**config.mk**
```make
export PLATFORM = sky130hd
export DESIGN_NAME = mem_port_arbiter_flat
export DESIGN_NICKNAME = d
export VERILOG_FILES = /design/src/rtl/mem_port_arbiter_pkg.sv /design/src/rtl/mem_port_arbiter_if.sv /design/src/rtl/mem_port_arbiter_priority.sv /design/src/rtl/mem_port_arbiter.sv /design/src/flat_wrapper.sv
export SDC_FILE = /design/constraint.sdc
export NUM_CORES = 1
export LEC_CHECK = 0
export CAP_MARGIN = 5
export CORE_AREA = 4 4 251 253
export CTS_CLUSTER_SIZE = 14
export DETAILED_ROUTE_END_ITERATION = 8
export DIE_AREA = 0 0 255 257
export SLEW_MARGIN = 20
export SYNTH_ARGS = -nofsm -noshare
export SYNTH_HDL_FRONTEND = slang
export SYNTH_SLANG_ARGS = --single-unit
```
**constraint.sdc**
```tcl
create_clock -name clk -period 1.9 [get_ports clk]
set_input_delay 0.19 -clock clk [delete_from_list [all_inputs] [get_ports clk]]
set_output_delay 0.19 -clock clk [all_outputs]
set_load 0.01 [all_outputs]
```
**src/rtl/mem_port_arbiter_pkg.sv**
```systemverilog
// Shared types for the memory port arbiter: requester/owner encoding,
// transaction FSM states and the latched memory request.
package mem_port_arbiter_pkg;

  localparam int unsigned ADDR_W_C       = 32;
  localparam int unsigned LINE_W_C       = 128;
  localparam int unsigned STARVE_LIMIT_C = 4;

  typedef enum logic [1:0] {
    OWN_NONE = 2'd0,
    OWN_IF   = 2'd1,
    OWN_DR   = 2'd2,
    OWN_WR   = 2'd3
  } owner_e;

  typedef enum logic [1:0] {
    ST_IDLE  = 2'd0,
    ST_ISSUE = 2'd1,
    ST_WAIT  = 2'd2,
    ST_DONE  = 2'd3
  } state_e;

  typedef struct packed {
    logic [ADDR_W_C-1:0] addr;
    logic [LINE_W_C-1:0] wdata;
    logic                we;
  } mem_req_t;

  // Fill data is only captured for the two read requesters.
  function automatic logic is_read(input owner_e own);
    return (own == OWN_IF) || (own == OWN_DR);
  endfunction

endpackage

```
**src/rtl/mem_port_arbiter_if.sv**
```systemverilog
// External memory port bundle: request/accept/complete handshake plus data.
interface mem_port_arbiter_if
  import mem_port_arbiter_pkg::*;
#(
  parameter int unsigned ADDR_W = ADDR_W_C,
  parameter int unsigned LINE_W = LINE_W_C
);

  logic              mem_req;
  logic              mem_we;
  logic [ADDR_W-1:0] mem_addr;
  logic [LINE_W-1:0] mem_wdata;
  logic              mem_ready;
  logic              mem_valid;
  logic [LINE_W-1:0] mem_rdata;

  modport master (
    output mem_req, mem_we, mem_addr, mem_wdata,
    input  mem_ready, mem_valid, mem_rdata
  );

  modport slave (
    input  mem_req, mem_we, mem_addr, mem_wdata,
    output mem_ready, mem_valid, mem_rdata
  );

endinterface

```
**src/rtl/mem_port_arbiter_priority.sv**
```systemverilog
// Fixed-priority requester selector (DR > WR > IF) with a starvation
// override that lets a waiting fetch jump the queue.
module mem_port_priority
  import mem_port_arbiter_pkg::*;
(
  input  logic   if_req,
  input  logic   dr_req,
  input  logic   wr_req,
  input  logic   flushing,
  input  logic   starve_hit,
  output owner_e grant
);

  // Fetch is never eligible during a flush, even when starved.
  always_comb begin
    grant = OWN_NONE;
    if (starve_hit && if_req && !flushing) begin
      grant = OWN_IF;
    end else if (dr_req) begin
      grant = OWN_DR;
    end else if (wr_req) begin
      grant = OWN_WR;
    end else if (if_req && !flushing) begin
      grant = OWN_IF;
    end else begin
      grant = OWN_NONE;
    end
  end

endmodule

```
**src/rtl/mem_port_arbiter.sv**
```systemverilog
// Shares one external memory port between fetch fill, data read fill and
// store write; sequences each transaction and reports busy/done per requester.
module mem_port_arbiter
  import mem_port_arbiter_pkg::*;
#(
  parameter int unsigned ADDR_W       = ADDR_W_C,
  parameter int unsigned LINE_W       = LINE_W_C,
  parameter int unsigned STARVE_LIMIT = STARVE_LIMIT_C
)
(
  input  logic              clk,
  input  logic              reset,
  input  logic              if_req,
  input  logic [ADDR_W-1:0] if_addr,
  input  logic              dr_req,
  input  logic [ADDR_W-1:0] dr_addr,
  input  logic              wr_req,
  input  logic [ADDR_W-1:0] wr_addr,
  input  logic [LINE_W-1:0] wr_data,
  input  logic              flushing,
  output logic              if_busy,
  output logic              dr_busy,
  output logic              wr_busy,
  output logic              if_done,
  output logic              dr_done,
  output logic              wr_done,
  output logic [LINE_W-1:0] rdata,
  mem_port_arbiter_if.master mem,
  output logic [1:0]        owner
);

  localparam int unsigned     CNT_W   = $clog2(STARVE_LIMIT + 1);
  localparam logic [CNT_W-1:0] CNT_MAX = CNT_W'(STARVE_LIMIT);

  state_e            state_r;
  state_e            state_s;
  owner_e            owner_r;
  owner_e            grant_s;
  mem_req_t          req_r;
  mem_req_t          grant_req_s;
  logic              mem_req_r;
  logic [LINE_W-1:0] rdata_r;
  logic [CNT_W-1:0]  starve_cnt_r;
  logic              squash_r;
  logic              if_done_r;
  logic              dr_done_r;
  logic              wr_done_r;
  logic              starve_hit_s;
  logic              fire_s;
  logic              in_flight_s;
  logic              capture_s;
  logic              squash_set_s;
  logic              if_busy_s;
  logic              dr_busy_s;
  logic              wr_busy_s;

  assign starve_hit_s = (starve_cnt_r == CNT_MAX);
  assign fire_s       = (state_r == ST_IDLE) && (grant_s != OWN_NONE);
  assign in_flight_s  = (state_r == ST_ISSUE) || (state_r == ST_WAIT);
  assign squash_set_s = flushing && (owner_r == OWN_IF) && in_flight_s;
  assign capture_s    = is_read(owner_r) && mem.mem_valid &&
                        ((state_r == ST_WAIT) || ((state_r == ST_ISSUE) && mem.mem_ready));

  mem_port_priority u_priority (
    .if_req     (if_req),
    .dr_req     (dr_req),
    .wr_req     (wr_req),
    .flushing   (flushing),
    .starve_hit (starve_hit_s),
    .grant      (grant_s)
  );

  // Request fields of whichever requester wins this cycle.
  always_comb begin
    grant_req_s = '0;
    case (grant_s)
      OWN_IF: grant_req_s.addr = if_addr;
      OWN_DR: grant_req_s.addr = dr_addr;
      OWN_WR: begin
        grant_req_s.addr  = wr_addr;
        grant_req_s.wdata = wr_data;
        grant_req_s.we    = 1'b1;
      end
      default: grant_req_s = '0;
    endcase
  end

  // Transaction FSM next state; ready+valid together in ISSUE skips WAIT.
  always_comb begin
    state_s = state_r;
    case (state_r)
      ST_IDLE: begin
        if (grant_s != OWN_NONE) state_s = ST_ISSUE;
        else                     state_s = ST_IDLE;
      end
      ST_ISSUE: begin
        if (mem.mem_ready && mem.mem_valid) state_s = ST_DONE;
        else if (mem.mem_ready)             state_s = ST_WAIT;
        else                                state_s = ST_ISSUE;
      end
      ST_WAIT: begin
        if (mem.mem_valid) state_s = ST_DONE;
        else               state_s = ST_WAIT;
      end
      ST_DONE: state_s = ST_IDLE;
      default: state_s = ST_IDLE;
    endcase
  end

  // FSM state register.
  always_ff @(posedge clk or negedge reset) begin
    if (!reset) state_r <= ST_IDLE;
    else        state_r <= state_s;
  end

  // Grant latch; the latched request drives the bus only while in ISSUE.
  always_ff @(posedge clk or negedge reset) begin
    if (!reset) begin
      owner_r   <= OWN_NONE;
      req_r     <= '0;
      mem_req_r <= 1'b0;
    end else begin
      mem_req_r <= (state_s == ST_ISSUE);
      if (fire_s) begin
        owner_r <= grant_s;
        req_r   <= grant_req_s;
      end else begin
        if (state_r == ST_DONE) owner_r <= OWN_NONE;
        if (state_s != ST_ISSUE) req_r <= '0;
      end
    end
  end

  // Fill data capture; a store completion leaves rdata untouched.
  always_ff @(posedge clk or negedge reset) begin
    if (!reset)         rdata_r <= '0;
    else if (capture_s) rdata_r <= mem.mem_rdata;
    else                rdata_r <= rdata_r;
  end

  // Completion strobes, high only in the DONE cycle.
  always_ff @(posedge clk or negedge reset) begin
    if (!reset) begin
      if_done_r <= 1'b0;
      dr_done_r <= 1'b0;
      wr_done_r <= 1'b0;
    end else begin
      if_done_r <= (state_s == ST_DONE) && (owner_r == OWN_IF) && !squash_r && !flushing;
      dr_done_r <= (state_s == ST_DONE) && (owner_r == OWN_DR);
      wr_done_r <= (state_s == ST_DONE) && (owner_r == OWN_WR);
    end
  end

  // A flushed fetch still finishes on the bus but never reports done.
  always_ff @(posedge clk or negedge reset) begin
    if (!reset)                  squash_r <= 1'b0;
    else if (state_r == ST_DONE) squash_r <= 1'b0;
    else if (squash_set_s)       squash_r <= 1'b1;
    else                         squash_r <= squash_r;
  end

  // Counts data-side wins over a waiting fetch, saturating at the limit.
  always_ff @(posedge clk or negedge reset) begin
    if (!reset)                              starve_cnt_r <= '0;
    else if (!if_req)                        starve_cnt_r <= '0;
    else if (fire_s && (grant_s == OWN_IF))  starve_cnt_r <= '0;
    else if (fire_s && !starve_hit_s)        starve_cnt_r <= starve_cnt_r + CNT_W'(1);
    else                                     starve_cnt_r <= starve_cnt_r;
  end

  // Busy is pending-or-in-flight, dropping in DONE so the stall releases early.
  always_comb begin
    if_busy_s = (if_req && (owner_r != OWN_IF)) || ((owner_r == OWN_IF) && in_flight_s);
    dr_busy_s = (dr_req && (owner_r != OWN_DR)) || ((owner_r == OWN_DR) && in_flight_s);
    wr_busy_s = (wr_req && (owner_r != OWN_WR)) || ((owner_r == OWN_WR) && in_flight_s);
  end

  assign if_busy = reset && if_busy_s && !squash_r;
  assign dr_busy = reset && dr_busy_s;
  assign wr_busy = reset && wr_busy_s;

  assign if_done = if_done_r;
  assign dr_done = dr_done_r;
  assign wr_done = wr_done_r;
  assign rdata   = rdata_r;
  assign owner   = owner_r;

  assign mem.mem_req   = mem_req_r;
  assign mem.mem_we    = req_r.we;
  assign mem.mem_addr  = req_r.addr;
  assign mem.mem_wdata = req_r.wdata;

endmodule

```
**src/flat_wrapper.sv**
```systemverilog
// flat-port wrapper written by rule: the top's interface ports become plain ports
module mem_port_arbiter_flat import mem_port_arbiter_pkg::*;
#(
  parameter int unsigned ADDR_W       = ADDR_W_C,
  parameter int unsigned LINE_W       = LINE_W_C,
  parameter int unsigned STARVE_LIMIT = STARVE_LIMIT_C
)
  (clk, reset, if_req, if_addr, dr_req, dr_addr, wr_req, wr_addr, wr_data, flushing, if_busy, dr_busy, wr_busy, if_done, dr_done, wr_done, rdata, owner, mem_mem_req, mem_mem_we, mem_mem_addr, mem_mem_wdata, mem_mem_ready, mem_mem_valid, mem_mem_rdata);
  mem_port_arbiter_if #(.ADDR_W(ADDR_W), .LINE_W(LINE_W)) mem_i ();
  input  logic clk;
  input  logic reset;
  input  logic if_req;
  input  logic [ADDR_W-1:0] if_addr;
  input  logic dr_req;
  input  logic [ADDR_W-1:0] dr_addr;
  input  logic wr_req;
  input  logic [ADDR_W-1:0] wr_addr;
  input  logic [LINE_W-1:0] wr_data;
  input  logic flushing;
  output logic if_busy;
  output logic dr_busy;
  output logic wr_busy;
  output logic if_done;
  output logic dr_done;
  output logic wr_done;
  output logic [LINE_W-1:0] rdata;
  output logic [1:0] owner;
  output wire logic [$bits(mem_i.mem_req)-1:0] mem_mem_req;
  output wire logic [$bits(mem_i.mem_we)-1:0] mem_mem_we;
  output wire logic [$bits(mem_i.mem_addr)-1:0] mem_mem_addr;
  output wire logic [$bits(mem_i.mem_wdata)-1:0] mem_mem_wdata;
  input wire logic [$bits(mem_i.mem_ready)-1:0] mem_mem_ready;
  input wire logic [$bits(mem_i.mem_valid)-1:0] mem_mem_valid;
  input wire logic [$bits(mem_i.mem_rdata)-1:0] mem_mem_rdata;
  assign mem_mem_req = mem_i.mem_req;
  assign mem_mem_we = mem_i.mem_we;
  assign mem_mem_addr = mem_i.mem_addr;
  assign mem_mem_wdata = mem_i.mem_wdata;
  assign mem_i.mem_ready = mem_mem_ready;
  assign mem_i.mem_valid = mem_mem_valid;
  assign mem_i.mem_rdata = mem_mem_rdata;
  mem_port_arbiter #(.ADDR_W(ADDR_W), .LINE_W(LINE_W), .STARVE_LIMIT(STARVE_LIMIT)) u_core (.clk(clk), .reset(reset), .if_req(if_req), .if_addr(if_addr), .dr_req(dr_req), .dr_addr(dr_addr), .wr_req(wr_req), .wr_addr(wr_addr), .wr_data(wr_data), .flushing(flushing), .if_busy(if_busy), .dr_busy(dr_busy), .wr_busy(wr_busy), .if_done(if_done), .dr_done(dr_done), .wr_done(wr_done), .rdata(rdata), .mem(mem_i), .owner(owner));
endmodule
```
# Word level (Yosys, flattened, before mapping)
# Cells that the tools add are included.
[op_classes]
eq_ne = 17
add_sub_neg = 1
muxes = 20
n_reduce_logical = 41
[ops]
columns = ["op", "count"]
rows = [
  ["2-to-1 mux 161 bit", 2],
  ["2-to-1 mux 129 bit", 1],
  ["case mux 32 bit (3 select lines)", 1],
  ["logical AND 1 bit", 27],
  ["equality test 2 bit, second input constant", 7],
  ["2-to-1 mux 2 bit", 7],
  ["2-to-1 mux 3 bit", 3],
  ["equality test 2 x 1 -> 1 bit, second input constant", 4],
  ["case mux 2 bit (4 select lines)", 1],
  ["nonzero test 2 bit", 4],
  ["logical OR 1 bit", 6],
  ["2-to-1 mux 1 bit", 5],
  ["inequality test 2 x 1 -> 1 bit, second input constant", 2],
  ["inequality test 2 bit, second input constant", 2],
  ["adder 3 x 1 -> 3 bit, second input constant", 1],
  ["equality test 3 bit, second input constant", 1],
  ["zero test 1 bit", 3],
  ["inequality test 3 x 1 -> 1 bit, second input constant", 1],
  ["zero test 2 bit", 1],
]
[word_totals]
input_bits = 360
ff_bits = 301

# Depth between registers and ports, before layout
[logic_depth]
depth_word = 13
ltp_mapped = 8
depth_no_buf = 6

# By module
# Synthesis repeated with hierarchy kept, for this count alone.
[unflattened]
cells_unflattened = 838
area_unflattened_um2 = 12230.5
[by_module_without_submodules]
columns = ["mod", "n_inst", "area_each_um2", "cells_per_inst", "seq_area_each_um2"]
rows = [
  ["mem_port_arbiter", 1, 12187.9, 832, 7532.2],
  ["mem_port_priority", 1, 42.5, 6, 0.0],
]

# Worst setup path before layout
# OpenSTA, ideal clock, no wires.
[synth_path]
path_kind = "register to register"
start = "register u_core.owner_r[0], in the netlist u_core.owner[0]"
end = "register u_core.rdata_r[26], in the netlist u_core.rdata[26]"
arrival_time_ns = 1.997
stages_incl_launch_ff = 7
synth_period_minus_slack_ns = 2.121
n_path_buf = 2
path_slack_ns = -0.221
path_cell_list = "dfrtp_1 inv_1 ha_1 or3b_2 clkbuf_1 buf_1 mux2_2"
[synth_between]
elab_chain_cells = 4
[synth_lines]
columns = ["item", "line", "source"]
rows = [
  ["start: declaration", "mem_port_arbiter.sv:37", "owner_e owner_r;"],
  ["start signal: assignment", "mem_port_arbiter.sv:125", "owner_r <= grant_s;"],
  ["equality test 2 x 1 -> 1 bit or equality test 2 bit (tied branches)", "mem_port_arbiter_pkg.sv:31", "return (own == OWN_IF) || (own == OWN_DR);"],
  ["logical OR 1 bit (*)", "mem_port_arbiter_pkg.sv:31", ""],
  ["logical AND 1 bit (*) (2 in series)", "mem_port_arbiter.sv:61", "assign capture_s = is_read(owner_r) && mem.mem_valid &&"],
  ["end signal: assignment", "mem_port_arbiter.sv:137", "else if (capture_s) rdata_r <= mem.mem_rdata;"],
  ["end signal: assignment", "mem_port_arbiter.sv:138", "else rdata_r <= rdata_r;"],
  ["end: declaration", "mem_port_arbiter.sv:42", "logic [LINE_W-1:0] rdata_r;"],
]
# Every way passes the cells marked *; elsewhere a longest branch is shown, timed or not.
# A chain may end at the register's enable or synchronous reset.

# Worst setup path in the final report
[layout_path]
start = "register u_core.state_r[1]"
end = "register u_core.req_r (netlist bit u_core.mem.mem_wdata[76])"
[layout_between]
elab_chain_cells = 4
[layout_lines]
columns = ["item", "line", "source"]
rows = [
  ["start: declaration", "mem_port_arbiter.sv:35", "state_e state_r;"],
  ["start signal: assignment", "mem_port_arbiter.sv:113", "else state_r <= state_s;"],
  ["equality test 2 bit, or another cell as far along", "mem_port_arbiter.sv:91", "case (state_r)"],
  ["case mux 2 bit (4 select lines)", "mem_port_arbiter.sv:91", ""],
  ["inequality test 2 x 1 -> 1 bit", "mem_port_arbiter.sv:129", "if (state_s != ST_ISSUE) req_r <= '0;"],
  ["nonzero test 2 bit (no line)", "n/a", ""],
  ["end signal: assignment", "mem_port_arbiter.sv:126", "req_r <= grant_req_s;"],
  ["end: declaration", "mem_port_arbiter.sv:39", "mem_req_t req_r;"],
]
# Parallel ways exist; a longest one is shown, timed or not.

==> impl_results.md <==
- Arr. time, crit path: 2.46 ns
- Setup CP Type: flop to flop
- Post-Syn Area: 11700 sq um
- Pleak: 0.00901 uW
- Largest net degree at the start of global routing: 122
- Layout cell share with drive strength beyond 1: 0.191
- Max Slew Vio Count: 0
- Sinks on Clock Net: 301
- Final setup vio count: 269
- Worst skew pair latency: 0.53 ns
- DRT Wirelength: 45000 um
- Die H: 257 um
- Routed Antenna Nets: 0
- GRT overflow: 0
- Final hold violation count: 0
- Vias in the first global route: 10676
- Worst VDD drop: 880 uV
- Top cell type by total area after synthesis: dfrtp_1
- Area of the multi-input gates: 3870 sq um
- #FFs+latches synth: 301
- Post-synth EDFFs: 0
- Final HPWL from detailed placement: 33800 um
- Top Ports: 658
- Yosys cell types: 35
- Seq. cell area: 7530 sq um
- Core footprint: 61000 sq um
- Hold Crit Class: input port to async pin
- Overall power: 31600 uW
- Area delta synth->final: 83.0%
- Reg clk slew, reported paths: 0.06 ns
- DIE WIDTH: 255 um
- TritonCTS clock tree: built
- Vias: 9696
- Syn Nets: 1154
- Filler cells: 5948
- Seq/Total Area, Yosys: 0.646
- CTS max path bufs: 3
- Post-synth top area share: 0.646
- Slew @ Worst Pin: 0.660 ns
- PD cells: 1480 nW/um^2
- Max Freq: 0.501 GHz
- Synth Instances: 784
- DR iter-0 viols: 398
- RD Place Congestion: 0.795
- Max_cap viols: 0
- DR WL/cell: 19.4 um
- Root buffer cell: clkbuf_16
- Status: finished, violations left
- Worst-path fanout max: 7
- Final min period: 1.99 ns
- CP Launch Type: flop
- Ys flop type: dfrtp_1
- Ranking of synthesized cells by area: dfrtp_1 65%, mux2_2 12%, a22o_1 12%, o2bb2ai_1 2.5%, a22oi_1 2.1%
- Vias per inst: 4.18
- Share of synthesized registers carrying an async set or reset: 1.00
- CP required: 2.37 ns
- Total die area: 65500 sq um
- Crit end category: flop
- Row count: 91
- Clock skew: 0.0161 ns
- Pre-CTS WS: -0.249 ns
- Final WS setup: -0.0944 ns
- Total Routing Usage GR: 0.128
- First-pass GRT wire length: 65100 um
- Synthesized area per cell: 14.9 sq um
- Worst slew margin relative to its limit: 0.560
- First-pass DRT Iterations: 5
- Failing checks: setup timing
- Initial antenna violation count: 5
- Nets: 1869
- RSZ-0062 raised after global routing: true
- Period utilisation layout: 1.05
- H-tree depth: 2
- Yosys warning count: 0
- IO Port Bufs: 657
- Post-route DRC: 0
- Initial Utilization: 0.191
- CTS Buf Count: 36
-- flip-flops by register name, summed over array words and instances, names as in the netlist --
register and count:
u_core.squash_r 1, u_core.owner 2, u_core.mem.mem_req 1, u_core.mem.mem_wdata 128
u_core.rdata 128, u_core.dr_done 1, u_core.wr_done 1, u_core.mem.mem_we 1
u_core.state_r 2, u_core.mem.mem_addr 32, u_core.starve_cnt_r 3, u_core.if_done 1
-- power by group --
part / total, uW / internal (uW) / switching (uW)
combinational: 14400 / 8670 / 5780
clock: 7200 / 4400 / 2810
sequential: 9920 / 8670 / 1250
total: 31600 / 21700 / 9830
-- stage by stage --
step,hold WS (ns),TNS [ns],cell area (sq um),cells,utilization
2_1_floorplan,-0.106,0,11800,784,-
3_3_place_gp,0.0212,-41.47,19700,2234,0.323
3_5_place_dp,0.0227,-33.75,19700,2234,0.323
4_1_cts,0.115,-9.17,21100,2306,0.346
5_1_grt,0.122,-37.07,21400,2317,0.350
6_report,0.144,-12.93,21400,2318,0.350
-- worst max-delay path, stage by stage (launching register included) --
cell and delay (ns):
dfrtp_1 0.39, inv_2 0.07, buf_6 0.11, ha_2 0.18
o21ai_1 0.08, buf_4 0.15, a211oi_4 0.31, buf_6 0.18
buf_12 0.16, clkbuf_16 0.16, a22o_1 0.12
-- metal layers --
metal / GRT usage / wire [um] / vias up
li1: - / - / 4395
met1: 0.144 / 17100 / 4778
met2: 0.226 / 22500 / 442
met3: 0.0476 / 4140 / 75
met4: 0.0402 / 1240 / 6
met5: 0 / 29 / -
-- cell usage in the layout (no fill, tap or decap), types with 7 or more instances in the layout --
| master | count |
|---|---|
| a22o_1 | 162 |
| buf_6 | 7 |
| nor2_1 | 7 |
| clkbuf_16 | 45 |
| buf_12 | 23 |
| dfrtp_1 | 301 |
| o2bb2ai_1 | 33 |
| a22oi_1 | 32 |
| buf_4 | 47 |
| mux2_2 | 128 |
| clkdlybuf4s50_1 | 653 |
| clkbuf_8 | 7 |
-- cells by family after synthesis --
group | Yosys count | synth area share
and+or+nand+nor | 28 | 0.0135
buffers and inverters | 73 | 0.0277
xor gates and xnor gates | 1 | 0.000751
AOI/OAI and AO/OA | 239 | 0.175
adders and majority gates | 10 | 0.0107
DFF | 301 | 0.646
muxes | 132 | 0.127
-- synth_stat cells (2+ instances only) --
cell	count
a21oi_1	3
a22o_1	162
a22oi_1	32
and3_1	3
buf_1	3
buf_2	9
buf_4	10
clkbuf_1	43
dfrtp_1	301
ha_1	10
inv_1	8
mux2_2	128
mux2i_1	4
nand2_1	3
nand3_1	2
nor2_1	7
nor2b_1	5
nor3b_1	2
o2bb2ai_1	33
-- area by class of cell --
type	instances	share of cell area
Timing Repair Buffer	742	0.360
Sequential cell	301	0.353
Multi-Input combinational cell	410	0.181
Clock buffer	47	0.0484
Tap cell	790	0.0463
Clock inverter	18	0.00996
Inverter	8	0.00141
Antenna cell	2	0.000234
-- path summary, 6_finish.rpt --
check                                              start  cells past startpoint                        to  slack (ns)
worst max-delay path                   u_core.state_r[1]                     10  u_core.mem.mem_wdata[76]       -0.09
worst min-delay path                               reset                      2         u_core.state_r[1]        0.14
worst max register to register         u_core.state_r[1]                     10  u_core.mem.mem_wdata[76]       -0.09
worst min register to register  u_core.mem.mem_wdata[69]                      1  u_core.mem.mem_wdata[69]        0.50
max in group asynchronous                          reset                      4  u_core.mem.mem_wdata[24]        0.63
min in group clk                             wr_data[42]                      2  u_core.mem.mem_wdata[42]        0.26
-- repair_timing --
item,in CTS,in global routing
endpoints found under the hold margin,104,0
pin swaps,4,2
resized for setup,33,8
cloned,0,9
setup endpoints to repair,199,282
hold buffers,1,0
setup buffers,6,1
(Power assumes the default switching activity.)
